File: src/rtl/riscv_defs.sv
// Shared definitions for the data-memory port arbiter: FSM states, maintenance op bits, requester ids.
// Latency: n/a (declarations only).
// Backpressure: n/a.
package riscv_defs;

  // Arbiter FSM states
  typedef enum logic [2:0] {
    ST_IDLE        = 3'd0,
    ST_ISSUE       = 3'd1,
    ST_WAIT        = 3'd2,
    ST_MAINT_ISSUE = 3'd3,
    ST_MAINT_WAIT  = 3'd4
  } arb_state_e;

  // Bit positions inside the one-hot maintenance op {invalidate, writeback, flush}
  localparam int MAINT_FLUSH = 0;
  localparam int MAINT_WB    = 1;
  localparam int MAINT_INV   = 2;

  // Requester ids (also the round-robin pointer encoding)
  localparam logic REQ_ID0 = 1'b0;
  localparam logic REQ_ID1 = 1'b1;

endpackage

File: src/rtl/dmem_rr_arb2.sv
// Two-input round-robin picker; pointer names the requester preferred on a tie.
// Latency: grant is combinational; pointer moves one cycle after a done pulse.
// Backpressure: none; caller decides when a grant is consumed and signals done.
module dmem_rr_arb2
  import riscv_defs::*;
(
  input  logic       clk_i,
  input  logic       rst_i,
  input  logic [1:0] req,
  input  logic       done,
  input  logic       done_id,
  output logic [1:0] grant
);

  logic ptr;

  // Pointer moves past the requester whose transaction just finished
  always_ff @(posedge clk_i or posedge rst_i) begin
    if (rst_i) begin
      ptr <= REQ_ID0;
    end else if (done) begin
      ptr <= ~done_id;
    end
  end

  // A lone requester always wins; on a tie the pointer decides
  always_comb begin
    grant = req;
    if (req == 2'b11) begin
      grant = (ptr == REQ_ID1) ? 2'b10 : 2'b01;
    end
  end

endmodule

File: src/rtl/dmem_port_arbiter.sv
// Shares one MMU/D-cache port between two requesters and maintenance ops, one transaction in flight.
// Latency: accept -> issue -> (mem_valid) -> response, minimum 4 cycles; a hung access faults after TIMEOUT_CYCLES.
// Backpressure: requests/maint ops are held by the source until the combinational accept (IDLE only).
module dmem_port_arbiter
  import riscv_defs::*;
#(
  parameter int TIMEOUT_CYCLES = 255,
  parameter int CNT_W          = 8
) (
  input  logic        clk_i,
  input  logic        rst_i,
  input  logic        req0_rd_i,
  input  logic        req0_wr_i,
  input  logic [31:0] req0_addr_i,
  input  logic [31:0] req0_data_i,
  input  logic [3:0]  req0_mask_i,
  output logic        req0_accept_o,
  output logic        req0_valid_o,
  output logic [31:0] req0_value_o,
  output logic        req0_fault_o,
  input  logic        req1_rd_i,
  input  logic        req1_wr_i,
  input  logic [31:0] req1_addr_i,
  input  logic [31:0] req1_data_i,
  input  logic [3:0]  req1_mask_i,
  output logic        req1_accept_o,
  output logic        req1_valid_o,
  output logic [31:0] req1_value_o,
  output logic        req1_fault_o,
  input  logic [2:0]  maint_op_i,
  output logic        maint_accept_o,
  output logic        maint_done_o,
  output logic [31:0] mem_addr_o,
  output logic [31:0] mem_data_o,
  output logic [3:0]  mem_mask_o,
  output logic        mem_rd_o,
  output logic        mem_wr_o,
  output logic        mem_dflush_o,
  output logic        mem_dwriteback_o,
  output logic        mem_dinvalidate_o,
  input  logic        mem_accept_i,
  input  logic        mem_valid_i,
  input  logic [31:0] mem_value_i,
  input  logic        mem_load_fault_i,
  input  logic        mem_store_fault_i,
  output logic        timeout_o
);

  localparam logic [CNT_W-1:0] TMO_LIMIT = CNT_W'(TIMEOUT_CYCLES);

  arb_state_e       state, state_nxt;
  logic [1:0]       req_vld;
  logic [1:0]       grant;
  logic             maint_req;
  logic             take_acc;
  logic             take_maint;
  logic             win_id;
  logic             win_wr;
  logic [31:0]      win_addr;
  logic [31:0]      win_data;
  logic [3:0]       win_mask;
  logic             tmo_hit;
  logic             acc_done;
  logic             tmo_fire;
  logic             maint_fire;
  logic             owner;
  logic             is_wr;
  logic [CNT_W-1:0] cnt;

  assign req_vld = {req1_rd_i | req1_wr_i, req0_rd_i | req0_wr_i};

  dmem_rr_arb2 u_rr (
    .clk_i   (clk_i),
    .rst_i   (rst_i),
    .req     (req_vld),
    .done    (acc_done | tmo_fire),
    .done_id (owner),
    .grant   (grant)
  );

  // Next state and per-cycle control decode; maintenance outranks data requests
  always_comb begin
    state_nxt  = state;
    maint_req  = |maint_op_i;
    take_maint = 1'b0;
    take_acc   = 1'b0;
    win_id     = grant[1] ? REQ_ID1 : REQ_ID0;
    win_wr     = grant[1] ? req1_wr_i   : req0_wr_i;
    win_addr   = grant[1] ? req1_addr_i : req0_addr_i;
    win_data   = grant[1] ? req1_data_i : req0_data_i;
    win_mask   = grant[1] ? req1_mask_i : req0_mask_i;
    tmo_hit    = (TIMEOUT_CYCLES != 0) && (cnt == TMO_LIMIT);
    acc_done   = 1'b0;
    tmo_fire   = 1'b0;
    maint_fire = 1'b0;
    case (state)
      ST_IDLE: begin
        if (maint_req) begin
          take_maint = 1'b1;
          state_nxt  = ST_MAINT_ISSUE;
        end else if (|grant) begin
          take_acc  = 1'b1;
          state_nxt = ST_ISSUE;
        end
      end
      ST_ISSUE: begin
        if (mem_accept_i) state_nxt = ST_WAIT;
      end
      ST_WAIT: begin
        // A completion arriving on the timeout cycle takes precedence
        if (mem_valid_i) begin
          acc_done  = 1'b1;
          state_nxt = ST_IDLE;
        end else if (tmo_hit) begin
          tmo_fire  = 1'b1;
          state_nxt = ST_IDLE;
        end
      end
      ST_MAINT_ISSUE: begin
        if (mem_accept_i) state_nxt = ST_MAINT_WAIT;
      end
      ST_MAINT_WAIT: begin
        if (mem_valid_i) begin
          maint_fire = 1'b1;
          state_nxt  = ST_IDLE;
        end
      end
      default: state_nxt = ST_IDLE;
    endcase
  end

  assign maint_accept_o = take_maint;
  assign req0_accept_o  = take_acc & (win_id == REQ_ID0);
  assign req1_accept_o  = take_acc & (win_id == REQ_ID1);

  // State register
  always_ff @(posedge clk_i or posedge rst_i) begin
    if (rst_i) state <= ST_IDLE;
    else       state <= state_nxt;
  end

  // Registered memory-side strobes, latched request and response pulses
  always_ff @(posedge clk_i or posedge rst_i) begin
    if (rst_i) begin
      owner             <= REQ_ID0;
      is_wr             <= 1'b0;
      cnt               <= '0;
      mem_addr_o        <= '0;
      mem_data_o        <= '0;
      mem_mask_o        <= '0;
      mem_rd_o          <= 1'b0;
      mem_wr_o          <= 1'b0;
      mem_dflush_o      <= 1'b0;
      mem_dwriteback_o  <= 1'b0;
      mem_dinvalidate_o <= 1'b0;
      req0_valid_o      <= 1'b0;
      req0_value_o      <= '0;
      req0_fault_o      <= 1'b0;
      req1_valid_o      <= 1'b0;
      req1_value_o      <= '0;
      req1_fault_o      <= 1'b0;
      maint_done_o      <= 1'b0;
      timeout_o         <= 1'b0;
    end else begin
      req0_valid_o <= 1'b0;
      req0_value_o <= '0;
      req0_fault_o <= 1'b0;
      req1_valid_o <= 1'b0;
      req1_value_o <= '0;
      req1_fault_o <= 1'b0;
      maint_done_o <= 1'b0;
      timeout_o    <= 1'b0;

      cnt <= (state == ST_WAIT) ? cnt + 1'b1 : '0;

      if (take_acc) begin
        owner      <= win_id;
        is_wr      <= win_wr;
        mem_addr_o <= win_addr & 32'hFFFF_FFFC;
        mem_data_o <= win_data;
        mem_mask_o <= win_wr ? win_mask : 4'hf;
        mem_rd_o   <= ~win_wr;
        mem_wr_o   <= win_wr;
      end
      if (state == ST_ISSUE && mem_accept_i) begin
        mem_rd_o <= 1'b0;
        mem_wr_o <= 1'b0;
      end

      if (take_maint) begin
        mem_dflush_o      <= maint_op_i[MAINT_FLUSH];
        mem_dwriteback_o  <= maint_op_i[MAINT_WB];
        mem_dinvalidate_o <= maint_op_i[MAINT_INV];
      end
      if (state == ST_MAINT_ISSUE && mem_accept_i) begin
        mem_dflush_o      <= 1'b0;
        mem_dwriteback_o  <= 1'b0;
        mem_dinvalidate_o <= 1'b0;
      end

      if (acc_done) begin
        if (owner == REQ_ID0) begin
          req0_valid_o <= 1'b1;
          req0_value_o <= is_wr ? 32'h0 : mem_value_i;
          req0_fault_o <= is_wr ? mem_store_fault_i : mem_load_fault_i;
        end else begin
          req1_valid_o <= 1'b1;
          req1_value_o <= is_wr ? 32'h0 : mem_value_i;
          req1_fault_o <= is_wr ? mem_store_fault_i : mem_load_fault_i;
        end
      end
      if (tmo_fire) begin
        timeout_o <= 1'b1;
        if (owner == REQ_ID0) begin
          req0_valid_o <= 1'b1;
          req0_fault_o <= 1'b1;
        end else begin
          req1_valid_o <= 1'b1;
          req1_fault_o <= 1'b1;
        end
      end

      if (maint_fire) maint_done_o <= 1'b1;
    end
  end

endmodule

File: config.mk
export PLATFORM = sky130hd
export DESIGN_NAME = dmem_port_arbiter
export DESIGN_NICKNAME = d
export VERILOG_FILES = /design/src/rtl/riscv_defs.sv /design/src/rtl/dmem_rr_arb2.sv /design/src/rtl/dmem_port_arbiter.sv
export SDC_FILE = /design/constraint.sdc
export NUM_CORES = 1
export LEC_CHECK = 0
export CAP_MARGIN = 20
export CORE_MARGIN = 2
export CORE_UTILIZATION = 35
export CTS_BUF_LIST = sky130_fd_sc_hd__clkbuf_4
export DETAILED_ROUTE_END_ITERATION = 10
export PLACE_DENSITY = 0.75
export SYNTH_ARGS = -nofsm -noshare
export SYNTH_HDL_FRONTEND = slang
export SYNTH_SLANG_ARGS = --single-unit
File: constraint.sdc
create_clock -name clk_i -period 4.9 [get_ports clk_i]
set_input_delay 0.98 -clock clk_i [delete_from_list [all_inputs] [get_ports clk_i]]
set_output_delay 0.98 -clock clk_i [all_outputs]
set_load 0.005 [all_outputs]
## Word-level counts from Yosys, hierarchy flattened

Cells that the tools add are included.

| word-level totals | value |
|---|---|
| bits in registers | 155 |
| output and inout bits | 146 |
| logic and storage cells | 111 |

| cells by class | value |
|---|---|
| add/sub/neg operators | 1 |
| eq/ne operators | 11 |
| muxes and demuxes | 62 |
| bitwise logic cells | 8 |
| reduce and logical (&&, ||, !) cells | 8 |

Operator list:

| cell | count |
|---|---|
| $mux W32 | 7 |
| $mux W1 | 42 |
| $mux W3 | 7 |
| $pmux W3 S5 | 1 |
| $add A8 B1 Y8 const B | 1 |
| $eq A8 B8 Y1 const B | 1 |
| $mux W4 | 2 |
| $mux W8 | 1 |
| $eq A3 B2 Y1 const B | 2 |
| $ne A2 B2 Y1 const B | 3 |
| $ne A3 B3 Y1 const B | 2 |
| $reduce_and A5 Y1 | 1 |
| $mux W2 | 2 |
| $reduce_bool A2 Y1 | 2 |
| $eq A3 B1 Y1 const B | 1 |
| $eq A3 B3 Y1 const B | 1 |
| $logic_not A3 Y1 | 1 |
| $not A1 Y1 | 3 |
| $or A1 B1 Y1 | 3 |
| $reduce_or A3 Y1 | 1 |
| $and A1 B1 Y1 | 2 |
| $eq A2 B2 Y1 const B | 1 |
| $logic_and A1 B1 Y1 | 2 |
| $reduce_or A2 Y1 | 1 |

## Longest topological paths before layout

| depth | value |
|---|---|
| word-level depth | 9 |
| mapped depth | 7 |
| depth with buffers taken out | 5 |

## Hierarchy

A second synthesis with hierarchy kept.

| unflattened totals | value |
|---|---|
| cells, all modules | 666 |
| area total of the unflattened synthesis | 6847.8 sq um |

By module, submodules not included:

| module | times used | cells an instance | area each (sq um) |
|---|---|---|---|
| dmem_port_arbiter | 1 | 659 | 6791.5 |
| dmem_rr_arb2 | 1 | 7 | 56.3 |

## Least setup slack after synthesis

OpenSTA, ideal clock, no wires.

| timing | value |
|---|---|
| path type | input to output |
| start point | in req1_rd_i |
| end point | out req1_accept_o |
| arrival | 1.975 ns |
| setup slack | 1.945 ns |
| cell stages on the path | 5 |
| buffers on the path | 2 |
| cells stage by stage | or4_1 nand3_1 buf_4 buf_4 nor2_1 |

| on the way | value |
|---|---|
| cells in the longest elaborated chain, start to end | 8 |
| elaborated cells between the ends (all ways) | 9 |
| classes of those cells | eq/ne: 1; mux: 5; bitwise: 2; reduce/logical: 1 |

Ends and longest elaborated chain:

| what | line | RTL |
|---|---|---|
| start: declaration | dmem_port_arbiter.sv:21 | `input logic req1_rd_i,` |
| $or A1 B1 Y1 * | dmem_port_arbiter.sv:70 | `assign req_vld = {req1_rd_i \| req1_wr_i, req0_rd_i \| req0_wr_i};` |
| $eq A2 B2 Y1 | dmem_rr_arb2.sv:29 | `if (req == 2'b11) begin` |
| $mux W2 * | dmem_rr_arb2.sv:29 |  |
| $reduce_or A2 Y1 | dmem_port_arbiter.sv:101 | `end else if (\|grant) begin` |
| $mux W1 | dmem_port_arbiter.sv:101 |  |
| $mux W1 | dmem_port_arbiter.sv:98 | `if (maint_req) begin` |
| $mux W1 | dmem_port_arbiter.sv:96 | `case (state)` |
| $and A1 B1 Y1 * | dmem_port_arbiter.sv:134 | `assign req1_accept_o = take_acc & (win_id == REQ_ID1);` |
| end: declaration | dmem_port_arbiter.sv:26 | `output logic req1_accept_o,` |

Mark *: on every way between the ends. The rest lies on a longest branch, timed or not.

## Worst setup path after layout

| timing | value |
|---|---|
| start point | in req1_rd_i |
| end point | out req0_accept_o |

| on the way | value |
|---|---|
| cells in the longest elaborated chain, start to end | 8 |
| elaborated cells between the ends (all ways) | 10 |
| classes of those cells | eq/ne: 1; mux: 5; bitwise: 3; reduce/logical: 1 |

Ends and longest elaborated chain:

| what | line | RTL |
|---|---|---|
| $or A1 B1 Y1 * | dmem_port_arbiter.sv:70 |  |
| $eq A2 B2 Y1 | dmem_rr_arb2.sv:29 |  |
| $mux W2 * | dmem_rr_arb2.sv:29 |  |
| $reduce_or A2 Y1 | dmem_port_arbiter.sv:101 |  |
| $mux W1 | dmem_port_arbiter.sv:101 |  |
| $mux W1 | dmem_port_arbiter.sv:98 |  |
| $mux W1 | dmem_port_arbiter.sv:96 |  |
| $and A1 B1 Y1 * | dmem_port_arbiter.sv:133 | `assign req0_accept_o = take_acc & (win_id == REQ_ID0);` |
| end: declaration | dmem_port_arbiter.sv:17 | `output logic req0_accept_o,` |

Marked as above.

==> impl_summary.txt <==
----------------------------------------------------
[Timing]
  Clock period minus final worst setup slack ... 3958 ps
  Worst hold slack after final layout ... 466.1 ps
  Aggregate negative setup slack ... 0 ps
  Post-route setup slack ... 942.3 ps
  Share of the cycle needed by the critical path after routing ... 80.77%
  RSZ-0062 raised after global routing ... no
  Fin. Hold Viols ... 0
  Setup-violating endpoint count in the final report ... 0
  Clock Skew ... 20.03 ps
  Worst Max-Slew Pin Slew ... 1007 ps
  Number of pins exceeding their max-slew limit in the final report ... 0
  Worst max-slew margin expressed relative to the limit ... 32.84%
  Max Fclk ... 252.7 MHz

[Pwr]
  Leakage power of the design ... 0.004494 uW
  Switching fraction of total power ... 32.02%
  Post-layout total power ... 4433 uW
  Int Power ... 3014 uW
  NetSw ... 1419 uW
  Share of power burned in combinational logic ... 39.9%
  Part of the power in registers ... 42.5%
  Power density of the placed cells ... 447.3 nW/um^2
  Clk pwr share ... 17.7%
  Max rail drop VDD ... 198.8 uV

[Cells and area]
  Most common cell after layout, fill and taps aside ... clkdlybuf4s50_1
  Top library cells by usage in the layout, fill and taps aside ... clkdlybuf4s50_1 (320), dfrtp_1 (155), nor2_1 (86)
  Total area of multi-input combinational cells ... 2188 sq um
  Flip-flop and latch area ... 3879 sq um
  Share of layout cells above drive strength 1 ... 4.955%
  Relative area change from synthesis to final layout ... 59.04%
  Nets ... 1058
  Number of fill cells ... 1494
  Final instance count without filler cells ... 1115

[Clock tree]
  CTS tree ... built
  Buffer levels on the longest clock path ... 2
  Post-CTS clock slew at the launch and capture registers of the worst setup and hold paths ... 140 ps
  CTS Sinks ... 155
  Number of cells upsized or downsized after cts ... 0
  Postcts setup bufs ... 0
  Level count of the clock H-tree ... 4
  CTS buffer count ... 17
  CTS Root Cell ... clkbuf_4
  Count of hold-fix buffers inserted at cts ... 0
  Clock latency on the worst-skew pair ... 540 ps

[Yosys]
  Mean Syn Cell Area ... 11.05 sq um
  Post-synthesis instance area ... 6232 sq um
  Ys Warns ... 0
  Synth top area cells ... dfrtp_1 (62%), mux2i_1 (11%), nor2_1 (5.2%)
  Sequential share of the synthesized area ... 62.24%
  Total of flip-flops plus latches after synthesis ... 155
  Share of the synthesized area in the top cell type ... 62.24%
  Post-synthesis cell type count ... 40
  Most area-hungry cell type in the Yosys netlist ... dfrtp_1
  Cell count after synthesis ... 564

[Floorplanning]
  Die outline height ... 137.4 microns
  Chip Width ... 137.4 microns
  Die area ... 18890 sq um
  Effective utilization at floorplan ... 35.91%
  Number of placed I/O pins ... 327
  Core Footprint ... 17360 sq um
  Floorplan row count ... 48

[Placement]
  Port Buffers ... 320
  Post-placement worst setup slack ... 910.1 ps
  Final weighted congestion in routability-driven placement ... 0.8142
  Half-perimeter wire length of the detailed placement result ... 13690 microns
  Number of instances in the placed design ... 1082

[Worst setup path]
  Cell with the largest stage delay on the worst path ... or4_1
  Crit path cell chain ... clkdlybuf4s50_1 -> or4_1 -> and3_1 -> and2_1 -> clkdlybuf4s50_1
  Peak per-stage delay on the critical path ... 640 ps
  Arr. time, crit path ... 2980 ps
  Most frequent cell on the critical path ... clkdlybuf4s50_1
  Crit end category ... output port
  Largest fanout of any net on the critical path ... 6
  Register-to-register setup slack ... 2440 ps
  Setup crit start kind ... input pin
  Required time at the worst-slack endpoint ... 3920 ps
  Type of the setup path with the least slack ... input pin to output port

[Flow run]
  Max_cap viols ... 0

[Worst hold path]
  Worst hold-check path type ... register to register

[Route]
  Uppermost metal layer occupied by signal nets ... met4
  WL met1 ... 6694 microns
  Detailed-route via count ... 5139
  Remaining DRCs ... 0
  Avg Vias per Cell ... 4.609
  Initial DRC count ... 213
  Avg WL per Cell ... 16.47 microns
  Number of search-and-repair iterations in the first detailed-routing pass ... 4
  Routed met2 length ... 8864 microns
  Final WL ... 18370 microns
  WL met3 ... 2432 microns
  Antenna-violating nets left ... 0

[Global routing]
  Vias in the first global route ... 5061
  Overall Global Routing Usage ... 19.18%
  Remaining global-route overflow ... 0
  Largest net degree at the start of global routing ... 110
  Global-route wire length before repair ... 26880 microns
  Number of antenna violations at the first check in global routing ... 2

[Run status]
  Run status ... completed

----------------------------------------------------
## per-layer routing
metal / GRT usage, % / vias up
met5: 0 / -
met4: 7.216 / 0
met3: 10.23 / 22
met2: 31.26 / 223
met1: 21.18 / 2393
li1: - / 2501
## cells in the mapped netlist, drive strengths merged
master and count:
a21oi 7, or4 1, dfrtp 155, nand3b 3, xor2 3, ha 1
a21boi 2, mux2i 67, o21a 1, or3b 1, nand2 65, a22o 2
nand2b 35, a21o 2, o21ai 64, xnor2 3, nor2 86, clkbuf 12
inv 4, and2 2, o22ai 2, o2111a 1, and3 5, a311oi 1
nand3 6, a22oi 1, or3 3, nor3b 1, buf 22, nor3 4
a31oi 1, conb 1
## worst paths after layout
kind	startpoint	endpoint	cells past startpoint
max	req1_rd_i	req0_accept_o	5
min	cnt[0]	cnt[0]	1
max reg2reg	u_rr.ptr	mem_data_o[18]	4
min reg2reg	cnt[0]	cnt[0]	1
max in group asynchronous	rst_i	mem_data_o[18]	3
min in group asynchronous	rst_i	state[1]	3
## cell type report
type / count / area share, %
inverters: 4 / 0.1893
multi-input cells: 372 / 22.08
repair buffers: 326 / 32.90
diodes: 2 / 0.05049
clock inverters: 13 / 1.452
clock buffers: 18 / 1.363
flip-flops and latches: 155 / 39.13
well taps: 225 / 2.840
## through the flow
step	util, %	area, sq um
after detailed placement	55.47	9628
after floorplan	-	6240
after CTS	57.08	9907
final	57.11	9912
after global placement	55.47	9628
after global routing	57.11	9912
## power groups by stage
stage / combinational [uW] / clock [uW] / sequential (uW)
after floorplan: 717 / 0 / 1910
after global placement: 1760 / 0 / 1900
after detailed placement: 1790 / 0 / 1910
after CTS: 1800 / 821 / 1880
after global routing: 1940 / 866 / 1930
final: 1770 / 784 / 1880
## registers in the layout, summed over array words and instances (netlist names), 3 cells and up
register	count
cnt	8
mem_mask_o	4
state	3
req0_value_o	32
mem_data_o	32
mem_addr_o	30
req1_value_o	32
## cell families (layout without fill, tap and decap cells)
kind of cell | Yosys count | count (layout) | share of synthesized area [%]
compound gates | 84 | 84 | 7.449
fa+ha+maj | 1 | 1 | 0.2007
simple gates | 212 | 212 | 15.32
other cells | 1 | 4 | 0.06017
xor+xnor | 6 | 6 | 0.8434
mux | 67 | 67 | 10.76
buf+inv | 38 | 361 | 3.132
flops | 155 | 155 | 62.24
## worst max-delay path, delay by kind of cell
| kind | cells | cell delay, ps |
|---|---|---|
| simple gates | 3 | 1090 |
| buf+inv | 2 | 910 |
Power figures use the tool's default switching activity.
